### src/rtl/btb_update_ctrl_pkg.sv
// Shared constants and types for the BTB update controller: default geometry,
// update entry width and the controller FSM state encoding.
package btb_update_ctrl_pkg;

  localparam int DEF_ADDR_WIDTH  = 32;
  localparam int DEF_INDEX_WIDTH = 6;
  localparam int DEF_INDEX_LSB   = 2;
  localparam int DEF_FIFO_DEPTH  = 4;

  localparam int BTB_INDEX_WIDTH = DEF_INDEX_WIDTH;
  localparam int BTB_SIZE        = 1 << BTB_INDEX_WIDTH;
  localparam int BTB_INDEX_SEL   = DEF_INDEX_LSB;
  localparam int BTB_PC_SEL      = DEF_INDEX_LSB + DEF_INDEX_WIDTH;

  // Update entry layout: {is_jump, pc, target}
  localparam int BTB_ENTRY_WIDTH = 1 + 2 * DEF_ADDR_WIDTH;

  typedef enum logic [0:0] {
    ST_RUN   = 1'b0,
    ST_FLUSH = 1'b1
  } ctrl_state_t;

  function automatic int entry_width(input int addr_width);
    return 1 + 2 * addr_width;
  endfunction

endpackage

### src/rtl/btb_update_ctrl_if.sv
// Request, flush and BTB write-port bundle of the BTB update controller.
// Handshake: a request transfers on a cycle where valid && ready are both 1.
interface btb_update_ctrl_if #(
  parameter int ADDR_WIDTH = btb_update_ctrl_pkg::DEF_ADDR_WIDTH,
  parameter int FIFO_DEPTH = btb_update_ctrl_pkg::DEF_FIFO_DEPTH
);
  logic                    id_valid;
  logic                    id_ready;
  logic                    id_is_jump;
  logic [ADDR_WIDTH-1:0]   id_pc;
  logic [ADDR_WIDTH-1:0]   id_target;
  logic                    cm_valid;
  logic                    cm_ready;
  logic                    cm_is_jump;
  logic [ADDR_WIDTH-1:0]   cm_pc;
  logic [ADDR_WIDTH-1:0]   cm_target;
  logic                    flush_req;
  logic                    flush_busy;
  logic                    flush_done;
  logic                    btb_write_en;
  logic                    btb_valid;
  logic                    btb_is_jump;
  logic [ADDR_WIDTH-1:0]   btb_inst_pc;
  logic [ADDR_WIDTH-1:0]   btb_target;
  btb_update_ctrl_pkg::ctrl_state_t state;
  logic [$clog2(FIFO_DEPTH):0] fifo_count;

  modport master (
    output id_valid, id_is_jump, id_pc, id_target,
    output cm_valid, cm_is_jump, cm_pc, cm_target, flush_req,
    input  id_ready, cm_ready, flush_busy, flush_done,
    input  btb_write_en, btb_valid, btb_is_jump, btb_inst_pc, btb_target,
    input  state, fifo_count
  );

  modport slave (
    input  id_valid, id_is_jump, id_pc, id_target,
    input  cm_valid, cm_is_jump, cm_pc, cm_target, flush_req,
    output id_ready, cm_ready, flush_busy, flush_done,
    output btb_write_en, btb_valid, btb_is_jump, btb_inst_pc, btb_target,
    output state, fifo_count
  );
endinterface

### src/rtl/btb_update_fifo.sv
// Synchronous FIFO for speculative ID updates. Clear empties it in one edge;
// push is ignored when full and pop when empty.
module btb_update_fifo #(
  parameter int WIDTH = 65,
  parameter int DEPTH = 4
) (
  input  logic                     clk,
  input  logic                     rst,
  input  logic                     clear,
  input  logic                     push,
  input  logic                     pop,
  input  logic [WIDTH-1:0]         push_data,
  output logic [WIDTH-1:0]         pop_data,
  output logic                     full,
  output logic                     empty,
  output logic [$clog2(DEPTH):0]   count
);
  localparam int PTR_W = $clog2(DEPTH);
  localparam int CNT_W = PTR_W + 1;

  logic [WIDTH-1:0] mem [DEPTH];
  logic [PTR_W-1:0] rd_ptr;
  logic [PTR_W-1:0] wr_ptr;
  logic             do_push;
  logic             do_pop;

  assign full     = (count == CNT_W'(DEPTH));
  assign empty    = (count == '0);
  assign do_push  = push && !full;
  assign do_pop   = pop && !empty;
  assign pop_data = mem[rd_ptr];

  always_ff @(posedge clk) begin
    if (rst || clear) begin
      rd_ptr <= '0;
      wr_ptr <= '0;
      count  <= '0;
    end else begin
      if (do_push) wr_ptr <= wr_ptr + 1'b1;
      if (do_pop)  rd_ptr <= rd_ptr + 1'b1;
      count <= count + CNT_W'(do_push) - CNT_W'(do_pop);
    end
  end

  always_ff @(posedge clk) begin
    if (do_push) mem[wr_ptr] <= push_data;
  end

endmodule

### src/rtl/btb_update_ctrl.sv
// Sole BTB writer: commit updates beat queued ID updates, one registered write
// per cycle, and flush_req sequences an invalidate of every line in index order.
module btb_update_ctrl
  import btb_update_ctrl_pkg::*;
#(
  parameter int ADDR_WIDTH  = DEF_ADDR_WIDTH,
  parameter int INDEX_WIDTH = DEF_INDEX_WIDTH,
  parameter int INDEX_LSB   = DEF_INDEX_LSB,
  parameter int FIFO_DEPTH  = DEF_FIFO_DEPTH
) (
  input  logic          clk,
  input  logic          rst,
  btb_update_ctrl_if.slave bus
);
  localparam int ENTRY_W = entry_width(ADDR_WIDTH);
  localparam int CNT_W   = $clog2(FIFO_DEPTH) + 1;

  ctrl_state_t            state;
  ctrl_state_t            state_next;
  logic [INDEX_WIDTH-1:0] flush_cnt;
  logic                   flush_last;
  logic                   inval_step;
  logic                   cm_accept;
  logic                   id_accept;
  logic                   fifo_pop;
  logic                   fifo_clear;
  logic                   fifo_full;
  logic                   fifo_empty;
  logic [CNT_W-1:0]       fifo_count;
  logic [ENTRY_W-1:0]     fifo_head;
  logic [ADDR_WIDTH-1:0]  inval_pc;

  // flush_cnt leads the displayed line by one, so wrapping back to 0 while in
  // FLUSH means the last line is on the write port this cycle.
  assign flush_last = (state == ST_FLUSH) && (flush_cnt == '0);

  always_ff @(posedge clk) begin
    if (rst) state <= ST_RUN;
    else     state <= state_next;
  end

  always_comb begin
    state_next = state;
    case (state)
      ST_RUN:   if (bus.flush_req) state_next = ST_FLUSH;
      ST_FLUSH: if (flush_last)    state_next = ST_RUN;
      default:  state_next = ST_RUN;
    endcase
  end

  always_comb begin
    bus.cm_ready   = (state == ST_RUN) && !bus.flush_req;
    bus.id_ready   = bus.cm_ready && !fifo_full;
    bus.flush_busy = (state == ST_FLUSH);
    cm_accept      = bus.cm_valid && bus.cm_ready;
    id_accept      = bus.id_valid && bus.id_ready;
    fifo_pop       = bus.cm_ready && !cm_accept && !fifo_empty;
    fifo_clear     = (state == ST_RUN) && bus.flush_req;
    inval_step     = fifo_clear || ((state == ST_FLUSH) && !flush_last);
  end

  always_comb begin
    inval_pc = '0;
    inval_pc[INDEX_LSB +: INDEX_WIDTH] = flush_cnt;
  end

  btb_update_fifo #(
    .WIDTH (ENTRY_W),
    .DEPTH (FIFO_DEPTH)
  ) u_fifo (
    .clk       (clk),
    .rst       (rst),
    .clear     (fifo_clear),
    .push      (id_accept),
    .pop       (fifo_pop),
    .push_data ({bus.id_is_jump, bus.id_pc, bus.id_target}),
    .pop_data  (fifo_head),
    .full      (fifo_full),
    .empty     (fifo_empty),
    .count     (fifo_count)
  );

  // Write-port registers; fields hold their last value when write_en drops.
  always_ff @(posedge clk) begin
    if (rst) begin
      bus.btb_write_en <= 1'b0;
      bus.btb_valid    <= 1'b0;
      bus.btb_is_jump  <= 1'b0;
      bus.btb_inst_pc  <= '0;
      bus.btb_target   <= '0;
      bus.flush_done   <= 1'b0;
      flush_cnt        <= '0;
    end else begin
      bus.flush_done <= flush_last;
      if (inval_step) begin
        bus.btb_write_en <= 1'b1;
        bus.btb_valid    <= 1'b0;
        bus.btb_is_jump  <= 1'b0;
        bus.btb_inst_pc  <= inval_pc;
        bus.btb_target   <= '0;
        flush_cnt        <= flush_cnt + 1'b1;
      end else if (cm_accept) begin
        bus.btb_write_en <= 1'b1;
        bus.btb_valid    <= 1'b1;
        bus.btb_is_jump  <= bus.cm_is_jump;
        bus.btb_inst_pc  <= bus.cm_pc;
        bus.btb_target   <= bus.cm_target;
      end else if (fifo_pop) begin
        bus.btb_write_en <= 1'b1;
        bus.btb_valid    <= 1'b1;
        {bus.btb_is_jump, bus.btb_inst_pc, bus.btb_target} <= fifo_head;
      end else begin
        bus.btb_write_en <= 1'b0;
      end
    end
  end

  assign bus.state      = state;
  assign bus.fifo_count = fifo_count;

endmodule

### src/flat_wrapper.sv
// flat-port wrapper written by rule: the top's interface ports become plain ports
module btb_update_ctrl_flat import btb_update_ctrl_pkg::*;
#(
  parameter int ADDR_WIDTH  = DEF_ADDR_WIDTH,
  parameter int INDEX_WIDTH = DEF_INDEX_WIDTH,
  parameter int INDEX_LSB   = DEF_INDEX_LSB,
  parameter int FIFO_DEPTH  = DEF_FIFO_DEPTH
)
  (clk, rst, bus_id_valid, bus_id_is_jump, bus_id_pc, bus_id_target, bus_cm_valid, bus_cm_is_jump, bus_cm_pc, bus_cm_target, bus_flush_req, bus_id_ready, bus_cm_ready, bus_flush_busy, bus_flush_done, bus_btb_write_en, bus_btb_valid, bus_btb_is_jump, bus_btb_inst_pc, bus_btb_target, bus_state, bus_fifo_count);
  btb_update_ctrl_if #(.ADDR_WIDTH(ADDR_WIDTH), .FIFO_DEPTH(FIFO_DEPTH)) bus_i ();
  input  logic clk;
  input  logic rst;
  input wire logic [$bits(bus_i.id_valid)-1:0] bus_id_valid;
  input wire logic [$bits(bus_i.id_is_jump)-1:0] bus_id_is_jump;
  input wire logic [$bits(bus_i.id_pc)-1:0] bus_id_pc;
  input wire logic [$bits(bus_i.id_target)-1:0] bus_id_target;
  input wire logic [$bits(bus_i.cm_valid)-1:0] bus_cm_valid;
  input wire logic [$bits(bus_i.cm_is_jump)-1:0] bus_cm_is_jump;
  input wire logic [$bits(bus_i.cm_pc)-1:0] bus_cm_pc;
  input wire logic [$bits(bus_i.cm_target)-1:0] bus_cm_target;
  input wire logic [$bits(bus_i.flush_req)-1:0] bus_flush_req;
  output wire logic [$bits(bus_i.id_ready)-1:0] bus_id_ready;
  output wire logic [$bits(bus_i.cm_ready)-1:0] bus_cm_ready;
  output wire logic [$bits(bus_i.flush_busy)-1:0] bus_flush_busy;
  output wire logic [$bits(bus_i.flush_done)-1:0] bus_flush_done;
  output wire logic [$bits(bus_i.btb_write_en)-1:0] bus_btb_write_en;
  output wire logic [$bits(bus_i.btb_valid)-1:0] bus_btb_valid;
  output wire logic [$bits(bus_i.btb_is_jump)-1:0] bus_btb_is_jump;
  output wire logic [$bits(bus_i.btb_inst_pc)-1:0] bus_btb_inst_pc;
  output wire logic [$bits(bus_i.btb_target)-1:0] bus_btb_target;
  output wire logic [$bits(bus_i.state)-1:0] bus_state;
  output wire logic [$bits(bus_i.fifo_count)-1:0] bus_fifo_count;
  assign bus_i.id_valid = bus_id_valid;
  assign bus_i.id_is_jump = bus_id_is_jump;
  assign bus_i.id_pc = bus_id_pc;
  assign bus_i.id_target = bus_id_target;
  assign bus_i.cm_valid = bus_cm_valid;
  assign bus_i.cm_is_jump = bus_cm_is_jump;
  assign bus_i.cm_pc = bus_cm_pc;
  assign bus_i.cm_target = bus_cm_target;
  assign bus_i.flush_req = bus_flush_req;
  assign bus_id_ready = bus_i.id_ready;
  assign bus_cm_ready = bus_i.cm_ready;
  assign bus_flush_busy = bus_i.flush_busy;
  assign bus_flush_done = bus_i.flush_done;
  assign bus_btb_write_en = bus_i.btb_write_en;
  assign bus_btb_valid = bus_i.btb_valid;
  assign bus_btb_is_jump = bus_i.btb_is_jump;
  assign bus_btb_inst_pc = bus_i.btb_inst_pc;
  assign bus_btb_target = bus_i.btb_target;
  assign bus_state = bus_i.state;
  assign bus_fifo_count = bus_i.fifo_count;
  btb_update_ctrl #(.ADDR_WIDTH(ADDR_WIDTH), .INDEX_WIDTH(INDEX_WIDTH), .INDEX_LSB(INDEX_LSB), .FIFO_DEPTH(FIFO_DEPTH)) u_core (.clk(clk), .rst(rst), .bus(bus_i));
endmodule
### config.mk
export PLATFORM = sky130hd
export DESIGN_NAME = btb_update_ctrl_flat
export DESIGN_NICKNAME = d
export VERILOG_FILES = /design/src/rtl/btb_update_ctrl_pkg.sv /design/src/rtl/btb_update_ctrl_if.sv /design/src/rtl/btb_update_fifo.sv /design/src/rtl/btb_update_ctrl.sv /design/src/flat_wrapper.sv
export SDC_FILE = /design/constraint.sdc
export NUM_CORES = 1
export LEC_CHECK = 0
export CAP_MARGIN = 20
export CORE_MARGIN = 5
export CORE_UTILIZATION = 30
export CTS_CLUSTER_DIAMETER = 200
export DETAILED_ROUTE_END_ITERATION = 8
export SLEW_MARGIN = 10
export SYNTH_ARGS = -nofsm -noshare
export SYNTH_HDL_FRONTEND = slang
export SYNTH_SLANG_ARGS = --single-unit
### constraint.sdc
create_clock -name clk -period 7.5 [get_ports clk]
set_input_delay 0.75 -clock clk [delete_from_list [all_inputs] [get_ports clk]]
set_output_delay 0.75 -clock clk [all_outputs]
set_load 0.02 [all_outputs]
==> results of run 1 <==
## layer usage
metal / routed length [microns] / up-vias
met2: 15300 / 178
met1: 13900 / 3779
li1: - / 3515
met5: 41 / -
met4: 685 / 6
met3: 1690 / 47
## Yosys cell counts (all sizes together) (4+ instances only)
library cell	number
mux4	65
nand2	60
inv	11
a22oi	7
a21oi	63
and2	5
nor2	77
ha	8
edfxtp	260
clkbuf	15
dfxtp	84
buf	37
a211oi	60
xnor2	4
mux2i	6
xor2	5
## worst max-delay path, cell delays in order
cell and delay (ps):
clkdlybuf4s50_1 460, or2_1 410, a211oi_2 580, and2_4 580, buf_4 530
## per-stage QoR
step | util | cell area [sq um] | total power, mW | hold WS, ps
6_report | 0.395 | 17500 | 4.57 | 495
2_1_floorplan | - | 13400 | 2.42 | 485
3_3_place_gp | 0.363 | 16100 | 2.61 | 462
3_5_place_dp | 0.363 | 16100 | 2.62 | 476
5_1_grt | 0.395 | 17500 | 4.76 | 517
4_1_cts | 0.394 | 17400 | 4.64 | 491
## power groups by stage
stage,Combinational (mW),Clock (mW),Sequential (mW)
floorplan,0.221,0,2.20
global placement,0.441,0,2.17
detailed placement,0.447,0,2.17
CTS,0.449,2.06,2.13
global route,0.482,2.14,2.14
finish,0.443,1.99,2.13
## worst max path at each step
stage / slack (ps) / start / endpoint
after detailed placement: 3740 / bus_flush_req / u_core.u_fifo.mem[2][58]$_DFFE_PP_
after CTS: 4300 / bus_flush_req / bus_id_ready
after global placement: 3800 / bus_flush_req / u_core.u_fifo.mem[2][58]$_DFFE_PP_
final: 4300 / bus_flush_req / u_core.u_fifo.mem[2][52]$_DFFE_PP_
after global routing: 4130 / bus_flush_req / u_core.u_fifo.mem[2][52]$_DFFE_PP_
after floorplan: 3980 / bus_flush_req / u_core.u_fifo.mem[0][0]$_DFFE_PP_
## flip-flops by register name, summed over array words and instances (netlist names), named ones only
register                 cells
u_core.bus.btb_write_en      1
u_core.u_fifo.wr_ptr         2
u_core.flush_cnt             6
u_core.u_fifo.count          3
u_core.u_fifo.mem          260
u_core.u_fifo.rd_ptr         2
u_core.bus.btb_valid         1
u_core.bus.btb_is_jump       1
u_core.bus.flush_done        1
u_core.bus.btb_inst_pc      32
u_core.bus.flush_busy        1
u_core.bus.btb_target       32
## layout make-up
| cell class | count | area share |
|---|---|---|
| antenna | 3 | 0.000429 |
| inverter | 12 | 0.00286 |
| timing repair buffer | 218 | 0.125 |
| tap | 592 | 0.0423 |
| clock buffer | 56 | 0.0678 |
| clock inverter | 16 | 0.0107 |
| multi-input combinational | 389 | 0.208 |
| sequential | 344 | 0.543 |
## cell families (layout without fill, tap and decap cells)
family	Yosys count	in the layout
flops	344	344
simple gates	160	160
compound gates	140	140
mux	71	71
buf+inv	64	302
fa+ha+maj	9	9
xor+xnor	9	9
other cells	0	3
==> key figures, run 1 <==
Floorplanning
  – Die area: 49200 sq um
  – Io pins: 210
  – Die Height: 222 microns
  – Row count: 77
  – Chip width: 222 microns
  – Initial core utilization: 0.303
  – Core ar.: roughly 44000 sq um

STA
  – Period Utilization, post-route: 0.426
  – Final setup violation count: 0
  – Post-route setup slack: 4300 ps
  – Tmin final: 3200 ps
  – Setup Skew: 13.5 ps
  – Fin Setup TNS: 0 ps
  – Fin. Hold Viols: 0
  – Worst-margin pin slew: 1070 ps
  – Fmax: 313 MHz
  – Max_slew headroom: 0.281
  – RSZ-0062 raised after global routing: no
  – Max-slew violations: 0

Power
  – Sequential power share: 0.467
  – Switching share of power: 0.224
  – Clk pwr share: 0.436
  – Pwr/cell area: ~260 nW/um^2
  – Sw Pwr: 1.02 mW
  – Leakage: between 5 and 6 nW
  – Cell internal pwr: 3.55 mW
  – Gate power share: 0.097
  – Max IR drop VDD: 0.126 mV

Logic synthesis
  – Avg Inst Size Synth: ~17 sq um
  – Top_reg_cell synth: edfxtp_1
  – Post-synth top area share: 0.581
  – Synth async-reset ratio: 0
  – Post-synth net total: 941
  – Synth warnings: 0
  – Netlist cell types: 40
  – #FFs+latches synth: between 300 and 400
  – Area contributors post-synth: edfxtp_1 (58%), dfxtp_1 (13%), mux4_2 (11%), a211oi_2 (5.6%), a21oi_1 (2.3%)
  – Xor and xnor area share after synthesis: 0.00586
  – Largest family of logic cells by synthesized area: multiplexers
  – Post-synthesis simple-gate area fraction: 0.0502
  – Gate Count Post-Synth: 797
  – Sequential-to-total area share from yosys stat: 0.706
  – Mapped Area: 13400 sq um
  – EDFF count, synth: 260
  – Yosys top cell by area: edfxtp_1
  – Post-Synth Adder-Cell Area: 0.00893
  – Synth Area in Compound Gates: 0.0902
  – Mux cell area share after synthesis: 0.113

Clock network
  – CTS Hold Bufs: 0
  – Clk pin slew, worst setup/hold paths: 60 ps
  – Clock Latency Late Sink: approximately 540 ps
  – CTS sink count: 344
  – CTS max path bufs: 3
  – CTS buffer count: 40
  – TritonCTS clock tree: built
  – # H-tree levels: 2
  – Post-cts resize count: 0
  – Post-CTS Setup Inserts: 0
  – Root Buffer: clkbuf_16

Placement
  – Place WS: 3740 ps
  – Dpl hpwl: 19500 microns
  – Port bufs: 209
  – Final Wtd Congestion: roughly 0.73
  – Placed insts: roughly 1600

Min path
  – Hold Crit Endpoint: u_core.bus.btb_valid$_SDFFE_PP0P_
  – Hold wc startpoint: u_core.bus.btb_valid$_SDFFE_PP0P_
  – HP Class: flop to flop
  – Hold Path Depth: 2

Routing
  – Post-Route WL: between 30000 and 40000 microns
  – Via density: ~4.6
  – Drt pass-1 iters: 4
  – DRC Markers: 0
  – Routed len/inst: around 19 microns
  – Post-route ant nets: 0
  – DR vias: around 7500
  – Iter 0 DRT Violations: about 440

GRT
  – Global-route wire length before repair: 49500 microns
  – GR Layer Usage met3: 0.0324
  – GRT Overall Usage: 0.128
  – GR peak layer: met2
  – Met2 global-route usage: 0.209
  – GR Util met1: 0.167
  – Vias in the first global route: around 8300
  – Total gr overflow: 0
  – Largest net degree at the start of global routing: 66
  – Initial antenna violation count: 6

Finish
  – Commonest non-fill, non-tap cell in the layout: edfxtp_1
  – Nets: 1149
  – Register area: 9500 sq um
  – # fillers: 4115
  – Commonest non-fill, non-tap cells in the layout: edfxtp_1 (260), clkdlybuf4s50_1 (209), dfxtp_1 (82)
  – Layout cells sized above 1: 0.205
  – Finished Layout Cells: 1630
  – Area Growth Syn to Fin: 30.1%
  – Multi-input gate area: approximately 3600 sq um

Flow run
  – Max-cap violation count: 0

Worst setup path
  – Worst R2R End: u_core.u_fifo.mem[2][52]$_DFFE_PP_
  – Reg2reg setup slack: 4600 ps
  – Worst EP arrival: between 3000 and 4000 ps
  – Crit path kind: input pin to flop
  – Critical path launch point type: input pin
  – CP Data Required Time: 7660 ps
  – Crit end category: flop
  – R2R cell count: 4
  – Maximum fanout along the worst path: 34
  – RR Startpoint: u_core.bus.flush_busy$_SDFF_PP0_

Outcome
  – Status: finished, final reports clean
No activity file was read; power rests on OpenSTA's default activity.
==> inputs of run 2 (changes only) <==
Clock period 7.5 ns to 2.7 ns, I/O delays scaled along.
==> key figures, run 2 (synthesis gave the netlist of run 1 again) <==
Routing
  – Routed len/inst: 20.1 microns (+3.7%)
  – DR vias: 7709 (+2.4%)
  – Iter 0 DRT Violations: 463 (+5.5%)
  – Post-route ant nets: 0 (unchanged)
  – Post-Route WL: 33200 microns (+5.0%)
  – Drt pass-1 iters: 4 (unchanged)
  – DRC Markers: 0 (unchanged)
  – Via density: 4.67 (+1.2%)

Power
  – Clk pwr share: 0.414 (-0.022)
  – Cell internal pwr: 9.41 mW (+170%)
  – Sw Pwr: 2.91 mW (+180%)
  – Leakage: 5.75 nW (+1.4%)
  – Max IR drop VDD: 0.363 mV (+190%)
  – Switching share of power: 0.236 (+0.0123)
  – Sequential power share: 0.481 (+0.014)
  – Gate power share: 0.105 (+0.008)
  – Pwr/cell area: 696 nW/um^2 (+170%)

STA
  – Period Utilization, post-route: 0.888
  – Worst-margin pin slew: 828 ps (-246 ps)
  – WHS: 362 ps (-133 ps)
  – Fin. Hold Viols: 0 (unchanged)
  – Fin Setup TNS: 0 ps (unchanged)
  – Fmax: 417 MHz
  – Max-slew violations: 0 (unchanged)
  – Setup Skew: 15.1 ps (+1.61 ps)
  – Max_slew headroom: 0.446 (+0.165)
  – Final setup violation count: 0 (unchanged)
  – RSZ-0062 raised after global routing: no
  – Tmin final: between 2000 and 2500 ps

Worst setup path
  – Slowest cell on the critical path: clkdlybuf4s50_1
  – CP startpoint: u_core.bus.flush_busy$_SDFF_PP0_
  – RR Startpoint: u_core.bus.flush_busy$_SDFF_PP0_
  – Slowest stage delay, CP: 620 ps (+40 ps)
  – CP Data Required Time: 2430 ps (-5230 ps)
  – Crit end category: output pin
  – Crit path kind: flop to output pin
  – Critical path launch point type: flop
  – Worst path cell trace: or2_1, buf_4, a21oi_1, clkdlybuf4s50_1
  – Maximum fanout along the worst path: 8 (-76%)
  – Worst EP arrival: 2130 ps (-1230 ps)

Flow run
  – Max-cap violation count: 0 (unchanged)

Finish
  – # fillers: 4145 (+0.73%)
  – Max reg flops: 260 (unchanged)
  – Biggest regs: u_core.u_fifo.mem (260), u_core.bus.btb_inst_pc (32), u_core.bus.btb_target (32)
  – Nets: 1168 (+1.7%)
  – Layout cells sized above 1: 0.217 (+0.0120)
  – Area Growth Syn to Fin: 31.6%
  – Commonest non-fill, non-tap cell in the layout: edfxtp_1
  – Commonest non-fill, non-tap cells in the layout: edfxtp_1 (260), clkdlybuf4s50_1 (209), dfxtp_1 (82)
  – Reg with most FFs: u_core.u_fifo.mem

Floorplanning
  – Core ar.: 44300 sq um (unchanged)
  – Row count: 77 (unchanged)
  – Die Height: 222 microns (unchanged)
  – Io pins: 210 (unchanged)
  – Die area: 49200 sq um (unchanged)
  – Chip width: 222 microns (unchanged)
  – Initial core utilization: 0.303 (unchanged)

GRT
  – GRT Overall Usage: 0.134 (+0.00629)
  – Global-route wire length before repair: 51300 microns (+3.7%)
  – Vias in the first global route: 8285 (+0.34%)
  – Initial antenna violation count: 4 (-2)
  – Total gr overflow: 0 (unchanged)
  – Largest net degree at the start of global routing: 43 (-35%)

Clock network
  – CTS Hold Bufs: 0 (unchanged)
  – Clock Latency Late Sink: 540 ps (about the same)
  – Clk pin slew, worst setup/hold paths: 60 ps (about the same)
  – TritonCTS clock tree: built
  – CTS buffer count: 40 (unchanged)
  – Root Buffer: clkbuf_16
  – Post-cts resize count: 0 (unchanged)
  – # H-tree levels: 2 (unchanged)
  – CTS max path bufs: 3 (unchanged)
  – CTS sink count: 344 (unchanged)
  – Post-CTS Setup Inserts: 0 (unchanged)

Placement
  – Dpl hpwl: 20800 microns (+6.6%)
  – Final Wtd Congestion: 0.741 (+1.4%)
  – Port bufs: 209 (unchanged)

Min path
  – HP Class: input pin to flop
  – Hold wc startpoint: bus_id_pc[9]

Outcome
  – Status: finished, final reports clean
==> run 2: metal layers <==
metal	GRT usage	vias up	wire length, microns
li1	-	3550	-
met1	0.173	3936	14700
met2	0.225	162	16200
met3	0.0343	55	1640
met4	0.0394	6	662
met5	0	-	28
==> run 2: metrics by stage <==
step	setup slack, ps	cells	instance area [sq um]	utilization	total power, mW
after global placement	85.5	1574	16400	0.371	7.33
after global routing	168	1648	17700	0.399	12.8
final	302	1650	17700	0.399	12.3
after floorplan	119	797	13500	-	6.73
after detailed placement	54.7	1574	16400	0.371	7.35
after CTS	250	1648	17700	0.399	12.5
==> run 2: area by class of cell <==
type / instances / area [sq um] / area share
inverters: 12 / 50.0 / 0.00283
well taps: 592 / 741 / 0.0418
diodes: 2 / 5.00 / 0.000283
repair buffers: 237 / 2510 / 0.142
multi-input cells: 389 / 3640 / 0.206
flip-flops and latches: 344 / 9500 / 0.537
clock buffers: 57 / 1150 / 0.0648
clock inverters: 17 / 101 / 0.00573
==> run 2: worst paths after layout <==
check,end,slack (ps),depth (start not counted)
setup / recovery,bus_id_ready,300,4
setup reg to reg,u_core.u_fifo.count[2]$_SDFF_PP0_,340,11
hold reg to reg,u_core.bus.btb_valid$_SDFFE_PP0P_,480,2
hold / removal,u_core.u_fifo.mem[1][41]$_DFFE_PP_,360,1
==> run 2: power groups by stage <==
stage                     Combinational, mW  Clock [mW]  Sequential, mW
after global routing                   1.40        5.49            5.94
after floorplan                       0.613           0            6.11
after global placement                 1.30           0            6.03
after detailed placement               1.32           0            6.04
final                                  1.29        5.10            5.92
after CTS                              1.32        5.29            5.92
==> run 2: worst max-delay path: cells and delay by family (launching register included) <==
| family | cells | cell delay (ps) |
|---|---|---|
| compound gates | 1 | 120 |
| buf+inv | 2 | 810 |
| flops | 1 | 390 |
| simple gates | 1 | 280 |
==> inputs of run 3 (changes only) <==
Settings changed: ABC_AREA from default to 1.
==> key figures, run 3 <==
STA
  – Fin. Hold Viols: 0 (unchanged)
  – Tmin final: 2400 ps (-0.561 ps)
  – Fin Setup TNS: 0 ps (unchanged)
  – RSZ-0062 raised after global routing: no
  – Setup Skew: 21.2 ps (+6.12 ps)
  – Final setup violation count: 0 (unchanged)
  – Fmax: 417 MHz (about the same)
  – Max-slew violations: 0 (unchanged)
  – Worst-margin pin slew: 1030 ps (+201 ps)
  – Max_slew headroom: 0.314 (-0.132)
  – Period Utilization, post-route: 0.888 (about the same)

GRT
  – Largest net degree at the start of global routing: 131 (+200%)
  – Initial antenna violation count: 5 (+1)
  – GRT Overall Usage: 0.140 (+0.00560)
  – Global-route wire length before repair: 55100 microns (+7.4%)
  – Vias in the first global route: 9415 (+14%)
  – Total gr overflow: 0 (unchanged)

Floorplanning
  – Core ar.: 45400 sq um (+2.4%)
  – Initial core utilization: 0.303 (about the same)
  – Die area: 50200 sq um (+2.2%)
  – Row count: 78 (+1.3%)
  – Die Height: 224 microns (+1.1%)
  – Chip width: 224 microns (+1.1%)
  – Io pins: 210 (unchanged)

Power
  – Leakage: 6.74 nW (+17%)
  – Max IR drop VDD: 0.362 mV (-0.29%)
  – Pwr/cell area: 710 nW/um^2 (+2.1%)

Clock network
  – TritonCTS clock tree: built
  – CTS sink count: 344 (unchanged)
  – Clock Latency Late Sink: 550 ps (about the same)
  – Post-CTS Setup Inserts: 0 (unchanged)
  – CTS Hold Bufs: 0 (unchanged)
  – # H-tree levels: 2 (unchanged)
  – Post-cts resize count: 0 (unchanged)
  – CTS max path bufs: 3 (unchanged)
  – Root Buffer: clkbuf_16
  – CTS buffer count: 39 (-2.5%)
  – Clk pin slew, worst setup/hold paths: 60 ps (about the same)

Logic synthesis
  – Netlist cell types: 35 (-13%)
  – Gate Count Post-Synth: 1237 (+55%)
  – Area contributors post-synth: edfxtp_1 (57%), dfxtp_1 (12%), a21oi_1 (8.5%), nand2_1 (8.4%), nand3_1 (2.9%)
  – Avg Inst Size Synth: 11.1 sq um (-34%)
  – #FFs+latches synth: 344 (unchanged)
  – Top_reg_cell synth: edfxtp_1
  – Post-synth net total: 1381 (+47%)
  – Synth async-reset ratio: 0 (unchanged)
  – EDFF count, synth: 260 (unchanged)
  – Mapped Area: 13800 sq um (+2.3%)
  – Synth warnings: 0 (unchanged)
  – Yosys top cell by area: edfxtp_1
  – Post-synth top area share: 0.567 (-0.0131)
  – Top cells by count, synth: nand2_1 (307), edfxtp_1 (260), a21oi_1 (235), dfxtp_1 (84), nand3_1 (79)
  – Most frequent cell after synthesis: nand2_1
  – Sequential-to-total area share from yosys stat: 0.690 (-0.0159)

Worst setup path
  – Worst EP arrival: 2870 ps (+740 ps)
  – CP Data Required Time: 3170 ps (+740 ps)
  – Crit path kind: flop to flop
  – Maximum fanout along the worst path: 5 (-3)
  – Crit end category: flop
  – Critical path launch point type: flop

Placement
  – Placed insts: 1995 (+27%)
  – Final Wtd Congestion: 0.750 (+1.2%)
  – Dpl hpwl: 21300 microns (+2.5%)
  – Port bufs: 209 (unchanged)

Finish
  – Area Growth Syn to Fin: 30.2%
  – Finished Layout Cells: 2068 (+25%)
  – Nets: 1580 (+35%)
  – Commonest non-fill, non-tap cells in the layout: nand2_1 (305), edfxtp_1 (260), a21oi_1 (234)
  – # fillers: 4384 (+5.8%)
  – Max reg flops: 260 (unchanged)
  – Layout cells sized above 1: 0.0859 (-0.131)
  – Reg with most FFs: u_core.u_fifo.mem
  – Biggest regs: u_core.u_fifo.mem (260), u_core.bus.btb_inst_pc (32), u_core.bus.btb_target (32)
  – Commonest non-fill, non-tap cell in the layout: nand2_1

Routing
  – Post-route ant nets: 0 (unchanged)
  – Post-Route WL: 35800 microns (+7.8%)
  – DR vias: 9500 (+23%)
  – Routed len/inst: 17.3 microns (-14%)
  – DRC Markers: 0 (unchanged)
  – Drt pass-1 iters: 4 (unchanged)
  – Via density: 4.59 (-1.7%)
  – Iter 0 DRT Violations: 489 (+5.6%)

Flow run
  – Max-cap violation count: 0 (unchanged)

Min path
  – HP Class: input pin to flop

Outcome
  – Status: finished, final reports clean
[run 3: changes by cell type in the layout (fill, tap and decap cells not counted), moves of 12 or more]
| cell | change |
|---|---|
| a211oi_2 | -60 |
| a21oi_1 | +171 |
| a21oi_2 | +12 |
| inv_1 | +31 |
| mux4_2 | -65 |
| nand2_1 | +246 |
| nand3_1 | +77 |
| nor2_1 | -41 |
| o21ai_1 | +61 |
[run 3: cell families (layout without fill, tap and decap cells)]
logic type,Yosys count,after routing,synth area share
other,0,1,0
AND/OR/NAND/NOR,443,443,0.133
adder cells (fa/ha/maj),9,9,0.00873
buffers and inverters,127,357,0.0487
AO/OA/AOI/OAI,311,311,0.118
flip-flops,344,344,0.690
XOR/XNOR,3,3,0.00191
[run 3: worst paths after layout]
path | startpoint | to | slack (ps) | cells past startpoint
worst min-delay path | bus_id_target[30] | u_core.u_fifo.mem[2][30]$_DFFE_PP_ | 350 | 1
worst max register to register | u_core.u_fifo.count[1]$_SDFF_PP0_ | u_core.u_fifo.count[2]$_SDFF_PP0_ | 300 | 12
worst min register to register | u_core.bus.btb_valid$_SDFFE_PP0P_ | u_core.bus.btb_valid$_SDFFE_PP0P_ | 510 | 2
worst max-delay path | u_core.u_fifo.count[1]$_SDFF_PP0_ | u_core.u_fifo.count[2]$_SDFF_PP0_ | 300 | 12
[run 3: stage by stage]
stage	utilization	power, mW	worst slack, ps	hold slack [ps]	instance area [sq um]
2_1_floorplan	-	6.61	46.7	354	13800
3_3_place_gp	0.364	7.16	120	489	16500
3_5_place_dp	0.364	7.18	50.1	488	16500
4_1_cts	0.395	12.9	267	299	17900
5_1_grt	0.395	13.2	80.6	333	17900
6_report	0.395	12.7	302	350	17900
[run 3: worst max-delay path, cell delays in order, from the launching register on]
cell and delay (ps):
dfxtp_1 410, nor2_1 100, nand2_1 130, nand2_1 120
nor2_1 170, ha_1 260, inv_1 60, ha_1 130
inv_1 50, fa_1 370, xnor2_1 140, or2_2 270
a21oi_1 120
[run 3: routing by layer]
layer,global-route usage,wire length (microns),vias up
li1,-,-,4718
met5,0,53,-
met4,0.0411,665,8
met1,0.190,16300,4505
met2,0.222,16600,217
met3,0.0356,2190,52
[run 3: report_power, final]
group	internal [mW]	switching [mW]
Sequential	5.84	0.0638
Combinational	0.491	0.656
Clock	3.54	2.12
[run 3: layout make-up]
cell class,count,area (sq um),share of cell area
Multi-Input combinational cell,766,3640,0.203
Timing Repair Buffer,238,2430,0.136
Clock buffer,56,1140,0.0639
Antenna cell,1,2.50,0.000140
Clock inverter,16,254,0.0142
Tap cell,600,751,0.0419
Inverter,47,186,0.0104
Sequential cell,344,9490,0.530
